[src/rtl/instr_sequencer.sv]
// Multi-cycle control sequencer: fetches an instruction on memory port A, latches it,
// and steps it through the datapath while holding the status flags used by conditional jumps.
module instr_sequencer #(
  parameter logic [3:0]  HALT_OP = 4'b1111,
  parameter int unsigned FLAG_W  = 5
) (
  input  logic              clk,
  input  logic              reset,
  input  logic [15:0]       mem_out_a,
  input  logic [FLAG_W-1:0] alu_flags,
  input  logic              stall,
  output logic [15:0]       opcode,
  output logic [3:0]        mux_A_sel,
  output logic [3:0]        mux_B_sel,
  output logic              imm_sel,
  output logic [15:0]       imm_val,
  output logic              pc_sel,
  output logic              pc_en,
  output logic              pc_ld,
  output logic              w_en_a,
  output logic              w_en_b,
  output logic [15:0]       reg_en,
  output logic              wb_sel,
  output logic              flag_en,
  output logic [FLAG_W-1:0] psr,
  output logic              halted
);

  localparam int unsigned FLAG_C = 0;
  localparam int unsigned FLAG_Z = 3;
  localparam int unsigned FLAG_N = 4;

  localparam logic [3:0] OP_REG  = 4'b0000;
  localparam logic [3:0] OP_MEM  = 4'b0100;
  localparam logic [3:0] OP_CMPI = 4'b1011;
  localparam logic [3:0] EXT_LOAD  = 4'b0000;
  localparam logic [3:0] EXT_STOR  = 4'b0100;
  localparam logic [3:0] EXT_JCOND = 4'b1100;
  localparam logic [3:0] EXT_CMP   = 4'b1011;

  typedef enum logic [2:0] {
    S_FETCH  = 3'd0,
    S_DECODE = 3'd1,
    S_EXEC   = 3'd2,
    S_LD_WB  = 3'd3,
    S_HALT   = 3'd4
  } state_t;

  state_t      state;
  state_t      state_nxt;
  logic [15:0] ir;
  logic [3:0]  op;
  logic [3:0]  ext;
  logic [3:0]  ra;
  logic [3:0]  rb;
  logic        is_imm;
  logic        cond;
  logic [15:0] ra_onehot;

  assign op        = ir[15:12];
  assign ra        = ir[11:8];
  assign ext       = ir[7:4];
  assign rb        = ir[3:0];
  assign opcode    = ir;
  assign imm_val   = {{8{ir[7]}}, ir[7:0]};
  assign w_en_b    = 1'b0;
  assign ra_onehot = 16'(1) << ra;
  assign is_imm    = op inside {4'b0001, 4'b0010, 4'b0011, 4'b0101, 4'b1001, 4'b1011, 4'b1101};

  // Branch condition evaluated against the latched flags, never the live ALU flags.
  always_comb begin
    cond = 1'b0;
    case (ra)
      4'd0:    cond = psr[FLAG_Z];
      4'd1:    cond = ~psr[FLAG_Z];
      4'd2:    cond = psr[FLAG_C];
      4'd3:    cond = ~psr[FLAG_C];
      4'd6:    cond = psr[FLAG_N];
      4'd7:    cond = ~psr[FLAG_N];
      4'd14:   cond = 1'b1;
      default: cond = 1'b0;
    endcase
  end

  always_ff @(posedge clk) begin
    if (reset) begin
      state <= S_FETCH;
      ir    <= '0;
      psr   <= '0;
    end else begin
      state <= state_nxt;
      if (state == S_DECODE) ir <= mem_out_a;
      if (flag_en) psr <= alu_flags;
    end
  end

  // Next state and control decode from state + latched instruction.
  always_comb begin
    state_nxt = state;
    mux_A_sel = 4'd0;
    mux_B_sel = 4'd0;
    imm_sel   = 1'b0;
    pc_sel    = 1'b0;
    pc_en     = 1'b0;
    pc_ld     = 1'b0;
    w_en_a    = 1'b0;
    reg_en    = 16'd0;
    wb_sel    = 1'b0;
    flag_en   = 1'b0;
    halted    = 1'b0;
    case (state)
      S_FETCH: begin
        pc_sel = 1'b1;
        if (!stall) state_nxt = S_DECODE;
      end
      S_DECODE: begin
        state_nxt = (mem_out_a[15:12] == HALT_OP) ? S_HALT : S_EXEC;
      end
      S_EXEC: begin
        if (op == OP_REG || is_imm) begin
          mux_A_sel = ra;
          mux_B_sel = rb;
          imm_sel   = is_imm;
          flag_en   = 1'b1;
          pc_en     = 1'b1;
          if (!(op == OP_REG && ext == EXT_CMP) && op != OP_CMPI) reg_en = ra_onehot;
          state_nxt = S_FETCH;
        end else if (op == OP_MEM && ext == EXT_LOAD) begin
          mux_A_sel = rb;
          if (!stall) state_nxt = S_LD_WB;
        end else if (op == OP_MEM && ext == EXT_STOR) begin
          mux_A_sel = rb;
          mux_B_sel = ra;
          if (!stall) begin
            w_en_a    = 1'b1;
            pc_en     = 1'b1;
            state_nxt = S_FETCH;
          end
        end else if (op == OP_MEM && ext == EXT_JCOND) begin
          mux_A_sel = rb;
          pc_en     = 1'b1;
          pc_ld     = cond;
          state_nxt = S_FETCH;
        end else begin
          pc_en     = 1'b1;
          state_nxt = S_FETCH;
        end
      end
      S_LD_WB: begin
        mux_A_sel = rb;
        wb_sel    = 1'b1;
        reg_en    = ra_onehot;
        pc_en     = 1'b1;
        state_nxt = S_FETCH;
      end
      S_HALT: begin
        halted = 1'b1;
      end
      default: begin
        state_nxt = S_FETCH;
      end
    endcase
    // A reset cycle must never leave a write or PC update behind.
    if (reset) begin
      reg_en  = 16'd0;
      w_en_a  = 1'b0;
      pc_en   = 1'b0;
      pc_ld   = 1'b0;
      flag_en = 1'b0;
    end
  end

endmodule

[config.mk]
export PLATFORM = sky130hd
export DESIGN_NAME = instr_sequencer
export DESIGN_NICKNAME = d
export VERILOG_FILES = /design/src/rtl/instr_sequencer.sv
export SDC_FILE = /design/constraint.sdc
export NUM_CORES = 1
export LEC_CHECK = 0
export ABC_CLOCK_PERIOD_IN_PS = 2900
export CAP_MARGIN = 20
export CORE_MARGIN = 2
export CORE_UTILIZATION = 40
export DETAILED_ROUTE_END_ITERATION = 10
export GPL_ROUTABILITY_DRIVEN = 0
export PLACE_DENSITY = 0.88
export REMOVE_ABC_BUFFERS = 1
export SETUP_SLACK_MARGIN = 0.2
export SLEW_MARGIN = 0
export SYNTH_ARGS = -nofsm -noshare
export SYNTH_HDL_FRONTEND = slang
export SYNTH_SLANG_ARGS = --single-unit
export TNS_END_PERCENT = 50
[constraint.sdc]
create_clock -name clk -period 2.9 [get_ports clk]
set_clock_uncertainty 0.15 [all_clocks]
set_input_delay 0.58 -clock clk [delete_from_list [all_inputs] [get_ports clk]]
set_output_delay 0.58 -clock clk [all_outputs]
set_load 0.02 [all_outputs]
==> metrics.txt, run 1 <==
Leak=1.08 nW; post-synthesis mux area share=4.32%; maximum vdd drop=about 0.22 mV; Mapped Area=1650 um2; Synth Area in Compound Gates=21.6%; Final min period=2.83 ns; P_sw=approximately 0.24 mW; Clk Tree Root Cell=clkbuf_8; total power draw=0.786 mW; Fill cells=between 300 and 400; RSZ-0062 raised after global routing=true; H-tree depth=1; combinational power share=29.3%; area share of xor/xnor cells in the synthesized design=0%; Crit path arrival time=around 2.1 ns; post-route setup TNS=0 ns; vias in the first global route=1,767; setup ws final=0.0724 ns; CTS tree=done; residual DRC count=0; maximum fanout along the worst path=4; Seq pwr share=between 40% and 50%; Final Hold Violating Endpoints=0; clock share of power=24.5%; Hold Buf Count CTS=0; post-synthesis sequential area ratio=between 20% and 30%; initial antenna violation count=0; Rows=23; crit path capture type=output port; chip height=68.2 um; number of iterations in the first detailed-routing pass=4; Critical Path Start Type=flop; Clock Latency Late Sink=0.26 ns; Power Density=between 200 and 300 nW/um2; floorplan core area=3970 um2; Final HPWL DP=3790 um; pin count of the biggest net entering global routing=21; clk slew on worst S/H paths=0.08 ns; gr usage total=22.9%; sw frac=a little under a third; Num CTS Buffers=3; main combinational cell family by area after synthesis=simple AND/OR/NAND/NOR gates; Worst-Margin Slew=roughly 0.64 ns; grt ovf=0; run status=complete, no violations; DR WL/cell=about 14 um; Yosys top cell area share=29.1%; port buffer count=between 90 and 100; global-route wire length before repair=8200 um; Final period util=between 90% and 100%; top cells by count, synth=nand2_1, a21oi_1, dfxtp_1; Netlist cell types=44; layout cells sized above 1=18.7%; pre-CTS WS=-0.171 ns; critical setup path kind=flop to output port; nets@finish=341; Slew Limit Fails=0; CTS Buffer Depth=2; Slew headroom=57.5%; Synth Flop Type=dfxtp_1; initial core utilization=roughly 42%; WP data required=2.17 ns; most frequent cell after synthesis=nand2_1; vias per cell=around 5.2; Achievable Freq=between 300 and 400 MHz; Post-synth EDFFs=0; Post-Synth Adder-Cell Area=0%; # IOs=between 90 and 100; Hold Crit Class=flop to flop; max_cap viols=0; flops & latches, synth=24; FFs w/ async S/R, synth=0%; Die X=68.2 um; Finish-stage setup viols=0; antenna cell count=0; CTS sink cnt=24; largest area contributor in the synthesized netlist=dfxtp_1; Syn Inst Count=226; final WL=5140 um; total die area=4660 um2; simple-gate share of the synthesized area=31.5%; Post-DRT Antenna Nets=0; YS warnings=0; via count=roughly 1.9k; Synth Area per Inst=7.30 um2; Syn-to-layout area delta=63.2%; Internal Power=0.549 mW; synth top area cells=dfxtp_1, nand2_1, a21oi_1, buf_4, a22o_1; 1st-iter DRT viols=45
-- cell families after synthesis --
logic type / Yosys count
AOI/OAI and AO/OA: 56
buffers and inverters: 39
DFF: 24
muxes: 7
other: 1
and+or+nand+nor: 99
-- layout by cell type (no fill, tap or decap), drive strengths merged, types with 2 or more instances in the layout --
cell type      count
nor2               5
o2111ai            2
nor3               3
nor2b              4
a22o               8
or3                2
buf               38
mux2i              6
o21ai              4
a21oi             36
clkdlybuf4s15     11
nor4bb             3
dfxtp             24
nand2             58
clkbuf             3
nand2b             2
clkdlybuf4s50     62
nor3b              7
nor4b              2
dlygate4sd2        8
or3b               2
inv                5
-- worst paths after layout --
| path | depth (start not counted) | from | endpoint | slack, ns |
|---|---|---|---|---|
| max reg2reg | 5 | state[1] | opcode[0] | 1.11 |
| min | 2 | psr[2] | psr[2] | 0.32 |
| max | 6 | opcode[13] | mux_A_sel[1] | 0.07 |
| min reg2reg | 2 | psr[2] | psr[2] | 0.32 |
-- critical path, stage by stage, from the launching register on --
cell and delay [ns]:
dfxtp_1 0.32, or4b_4 0.58, o41ai_4 0.41, buf_4 0.19
buf_4 0.09, a22o_1 0.13, buf_6 0.12
-- power by group through the flow --
stage | registers (mW) | logic, mW | clock network (mW)
floorplan | 0.401 | 0.0667 | 0
global placement | 0.370 | 0.223 | 0
detailed placement | 0.371 | 0.226 | 0
CTS | 0.363 | 0.230 | 0.197
global route | 0.367 | 0.247 | 0.210
finish | 0.363 | 0.230 | 0.192
-- registers in the layout (all words and copies together) (netlist names) --
name    count
opcode     16
psr         5
state       3
-- per-stage QoR --
stage	util (%)	cell area [um2]	hold WS (ns)	std cells
finish	67.8	2690	0.316	365
global route	67.8	2690	0.345	365
CTS	67.4	2680	0.317	365
detailed placement	65.8	2610	0.305	358
global placement	65.8	2610	0.293	358
floorplan	-	1450	0.383	192
-- metal layers --
layer / vias to the layer above / track usage (%) / routed length [um]
met2: 84 / 40.4 / 2530
li1: 942 / - / -
met4: 0 / 5.25 / 27
met5: - / 0 / 0
met3: 2 / 5.26 / 506
met1: 871 / 28.1 / 2080
-- timing repair --
item	in CTS	in global routing
buffers inserted	4	0
gates resized for setup	93	4
pin swaps	4	2
setup endpoints to repair	29	28
-- layout make-up --
type | instances | area [um2] | area share (%)
clock buffers | 3 | 41.3 | 1.53
multi-input cells | 163 | 972 | 36.1
repair buffers | 120 | 1120 | 41.5
well taps | 50 | 62.6 | 2.32
inverters | 5 | 18.8 | 0.697
flip-flops and latches | 24 | 480 | 17.8
Power figures use the tool's default switching activity.
==> inputs of run 2 (changes only) <==
Settings changed: SLEW_MARGIN 0 to 40.
==> run 2 against run 1 <==
Effect of this change:
- clock-buffer cell count did not move
- design area fell by 1.3%
- non-clock buffer count did not move
- wire length fell by 0.12%
- sequential power barely moved
==> metrics.txt, run 2 (synthesis gave the netlist of run 1 again) <==
run status=complete, no violations; vias in the first global route=1,757; setup ws final=0.117 ns; commonest cells after routing, fill and taps aside=clkdlybuf4s50_1, nand2_1, a21oi_1, buf_4, dfxtp_1; nets@finish=341; register area=482 um2; RSZ-0062 raised after global routing=true; R2R Path End=state[1]; Clk Tree Root Cell=clkbuf_8; Die X=68.2 um; Num CTS Buffers=3; commonest non-fill, non-tap cell in the layout=clkdlybuf4s50_1; antenna cell count=0; Rows=23; HP Start=psr[2]; residual DRC count=0; Internal Power=0.550 mW; clk slew on worst S/H paths=~0.08 ns; Final min period=2.78 ns; Slew Limit Fails=0; DR WL/cell=14.1 um; CTS tree=done; FF-to-FF path depth=4; Worst-Margin Slew=0.646 ns; Setup crit start=opcode[13]; vias per cell=approximately 5.2; Final HPWL DP=3760 um; pin count of the biggest net entering global routing=21; sw frac=30.0%; Final Hold Violating Endpoints=0; Syn-to-layout area delta=61.1%; layout cells sized above 1=20.0%; CTS sink cnt=24; Achievable Freq=359 MHz; # IOs=94; 1st-iter DRT viols=83; initial antenna violation count=0; gr usage total=23.0%; Slew headroom=56.7%; Finished Layout Cells=roughly 370; initial core utilization=between 40% and 50%; clock share of power=24.4%; Final period util=96.0%; crit path capture type=output port; Core Util, Final=between 60 and 70%; chip height=68.2 um; Power Density=295 nW/um2; pre-CTS WS=-0.161 ns; end of the worst hold path=psr[2]; dpl cells=358; grt ovf=0; floorplan core area=3970 um2; final WL=5130 um; Hold Crit Class=flop to flop; reg2reg start=state[1]; number of iterations in the first detailed-routing pass=4; Critical Path Start Type=flop; critical setup path kind=flop to output port; port buffer count=92; Finish-stage setup viols=0; Hold Path Cell Cnt=2; global-route wire length before repair=8180 um; max_cap viols=0; Crit path arrival time=2.05 ns; via count=1,909; Clock Latency Late Sink=0.26 ns; CTS Buffer Depth=2; combinational power share=29.3%; maximum fanout along the worst path=4; Fill cells=329; area occupied by multi-input gates=just under 1000 um2; Post-DRT Antenna Nets=0; Seq pwr share=46.3%; maximum vdd drop=0.243 mV; total die area=4660 um2; reg-to-reg slack, setup=1.10 ns; H-tree depth=1; Leak=between 1 and 1.5 nW; WP data required=2.17 ns; max reg flops=16; P_sw=0.236 mW
[run 2: how the worst max path moves through the flow]
stage                        end  slack, ns
floorplan              reg_en[0]      -0.59
global placement      reg_en[13]      -0.07
detailed placement    reg_en[13]      -0.16
CTS                 mux_A_sel[1]        0.1
global route        mux_A_sel[1]       0.05
finish              mux_A_sel[1]       0.12
[run 2: power groups by stage]
stage                     clock network (mW)  logic, mW  registers (mW)
after global routing                   0.214      0.247           0.367
after CTS                              0.197      0.230           0.363
final                                  0.192      0.230           0.364
after global placement                     0      0.223           0.370
after floorplan                            0     0.0667           0.401
after detailed placement                   0      0.227           0.370
[run 2: critical path: stages (launching register included)]
cell and delay [ns]:
dfxtp_2 0.32, or4b_4 0.58, o41ai_4 0.37, buf_4 0.19
buf_6 0.08, a22o_1 0.13, buf_6 0.12
[run 2: area by class of cell]
class                      instances  area share [%]
clock buffer                       3            1.55
inverter                           5           0.706
multi-input combinational        163            36.4
sequential                        24            18.1
tap                               50            2.35
timing repair buffer             120            40.9
[run 2: repair_timing]
action / CTS / global route
endpoints found under the hold margin: 0 / 0
buffers inserted: 3 / 1
resized for setup: 89 / 10
endpoints found under the setup margin: 29 / 27
hold buffers: 0 / 0
pin swaps: 5 / 3
[run 2: through the flow]
stage | TNS, ns | cell area [um2] | hold slack (ns) | power (mW)
after floorplan | -11.40 | 1450 | 0.383 | 0.468
after global placement | -1.01 | 2610 | 0.293 | 0.593
after detailed placement | -1.28 | 2620 | 0.304 | 0.597
after CTS | 0 | 2670 | 0.320 | 0.789
after global routing | 0 | 2660 | 0.348 | 0.828
final | 0 | 2660 | 0.319 | 0.785
[run 2: per-layer routing]
| metal | part of all wire [%] | global-route usage, % |
|---|---|---|
| met5 | 0 | 0 |
| met2 | 49 | 40.3 |
| met3 | 9.1 | 6.41 |
| met4 | 1.1 | 5.75 |
| met1 | 41 | 27.6 |
==> inputs of run 3 (changes only) <==
==> constraint.sdc (replaced) <==
create_clock -name clk -period 2.9 [get_ports clk]
set_clock_uncertainty 0.15 [all_clocks]
set_input_delay 0.435 -clock clk [delete_from_list [all_inputs] [get_ports clk]]
set_output_delay 0.435 -clock clk [all_outputs]
set_load 0.02 [all_outputs]
==> run 3 against run 2 <==
Effect of this change:
- flip-flop and latch count stayed put
- sequential share of layout area is 0.50 points lower
- clock power is 57% higher
- utilization is 1.9 points higher
- clock-buffer cell count stayed put
- first-iteration DRC count is 17% lower
- fmax is 0.55% higher
- worst hold slack worse by 0.0057 ns
- critical endpoint is now pc_ld
- highest routed layer unchanged
==> metrics.txt, run 3 (synthesis gave the netlist of run 1 again) <==
run status=complete, no violations; grt ovf=0; maximum vdd drop=between 0.2 and 0.3 mV; port buffer count=92; CTS sink cnt=24; vias in the first global route=1,746; Setup crit start=opcode[15]; layout cells sized above 1=15.3%; reg-to-reg slack, setup=0.95 ns; total die area=between 4000 and 5000 um2; setup ws final=0.132 ns; clk slew on worst S/H paths=0.09 ns; nets@finish=338; CP max stage delay=0.58 ns; residual DRC count=0; Achievable Freq=361 MHz; CTS tree=done; Seq pwr share=40.9%; pre-CTS WS=approximately 0.12 ns; 1st-iter DRT viols=69; Crit path arrival time=2.18 ns; Leak=1.19 nW; final WL=between 5000 and 6000 um; Internal Power=between 0.6 and 0.7 mW; Hold Crit Class=flop to flop; DR WL/cell=roughly 15 um; Num CTS Buffers=3; number of iterations in the first detailed-routing pass=4; commonest non-fill, non-tap cell in the layout=clkdlybuf4s50_1; Power Density=327 nW/um2; maximum fanout along the worst path=4; Final min period=2.77 ns; global-route wire length before repair=8130 um; register area=around 480 um2; combinational power share=25.4%; FF-to-FF path depth=4; Die X=68.2 um; initial antenna violation count=0; Final Hold Violating Endpoints=0; H-tree depth=1; end of the worst hold path=psr[2]; Fill cells=344; floorplan core area=3970 um2; Hold Path Cell Cnt=2; crit path capture type=output port; critical setup path kind=flop to output port; Slew headroom=a little under three fifths; gr usage total=23.1%; Syn-to-layout area delta=65.7%; Final period util=a little over nine tenths; chip height=68.2 um; R2R Path End=opcode[10]; Rows=23; WP data required=2.32 ns; Finished Layout Cells=around 360; max reg flops=16; WP buf/inv=1; RSZ-0062 raised after global routing=true; HP Start=psr[2]; Post-DRT Antenna Nets=0; Clk Tree Root Cell=clkbuf_8; # IOs=94; crit-path leading delay family=simple AND/OR/NAND/NOR gates; sw frac=28.4%; max_cap viols=0; Slowest cell on crit path=or4b_4; Clock Latency Late Sink=about 0.28 ns; pin count of the biggest net entering global routing=21; Finish-stage setup viols=0; antenna cell count=0; clock share of power=around a third; initial core utilization=41.6%; reg2reg start=state[0]; Hold Buf Count CTS=0; vias per cell=5.26; Critical Path Start Type=flop; CTS Buffer Depth=2; area occupied by multi-input gates=988 um2; dpl cells=353; Final HPWL DP=3730 um; P_sw=0.254 mW; commonest cells after routing, fill and taps aside=clkdlybuf4s50_1, nand2_1, a21oi_1, buf_4, dfxtp_1; Worst-Margin Slew=~0.65 ns; Slew Limit Fails=0; critical path cell sequence=or4b_4 -> or3b_1 -> a311oi_1 -> dlygate4sd2_1; via count=1,909
==> run 3: cell types whose count changed in the layout (fill, tap and decap cells not counted), sizes merged <==
cell,before,now
dlymetal6s2s,0,8
clkdlybuf4s50,63,73
bufinv,0,1
clkbuf,8,3
dlygate4sd2,8,7
buf,38,28
clkdlybuf4s15,6,1
==> run 3: what timing repair did <==
action,in CTS,in global routing
setup endpoints to repair,25,28
pin swaps,2,0
setup buffers,6,0
resized for setup,27,13
hold endpoints to repair,0,0
==> run 3: through the flow <==
step | util (%) | instance area, um2 | hold WS (ns) | power [mW] | TNS (ns)
after global routing | 68.8 | 2730 | 0.349 | 0.931 | 0
after CTS | 67.7 | 2690 | 0.319 | 0.895 | 0
after floorplan | - | 1450 | 0.354 | 0.468 | -7.72
after global placement | 64.9 | 2580 | 0.296 | 0.588 | 0
final | 68.8 | 2730 | 0.313 | 0.895 | 0
after detailed placement | 65.0 | 2580 | 0.306 | 0.593 | 0
==> run 3: metal layers <==
metal / global-route usage [%] / share of wire [%]
met2: 38.1 / 47
met4: 9.25 / 2.4
met3: 5.76 / 10
met1: 28.6 / 40
met5: 0 / 0
==> run 3: tightest hold or removal path, delay by kind of cell (launching register included) <==
kind / cells / cell delay [ns]
DFF: 1 / 0.32
muxes: 1 / 0.05
and+or+nand+nor: 1 / 0.05
==> run 3: layout make-up <==
cell class | instances | share of cell area [%]
inverter | 5 | 0.686
clock buffer | 3 | 1.51
sequential | 24 | 17.6
multi-input combinational | 163 | 36.2
timing repair buffer | 117 | 40.6
tap | 50 | 2.29
clock inverter | 1 | 1.10
==> run 3: power by group through the flow <==
| stage | logic, mW | clock network [mW] | registers (mW) |
|---|---|---|---|
| 6_report | 0.228 | 0.301 | 0.367 |
| 5_1_grt | 0.244 | 0.318 | 0.369 |
| 4_1_cts | 0.226 | 0.304 | 0.365 |
| 3_5_place_dp | 0.221 | 0 | 0.372 |
| 3_3_place_gp | 0.217 | 0 | 0.370 |
| 2_1_floorplan | 0.0667 | 0 | 0.401 |
==> run 3: worst max-delay path by stage <==
stage,endpoint,depth (start not counted)
2_1_floorplan,reg_en[0],3
3_3_place_gp,pc_ld,4
3_5_place_dp,reg_en[0],5
4_1_cts,pc_en,5
5_1_grt,pc_ld,4
6_report,pc_ld,4
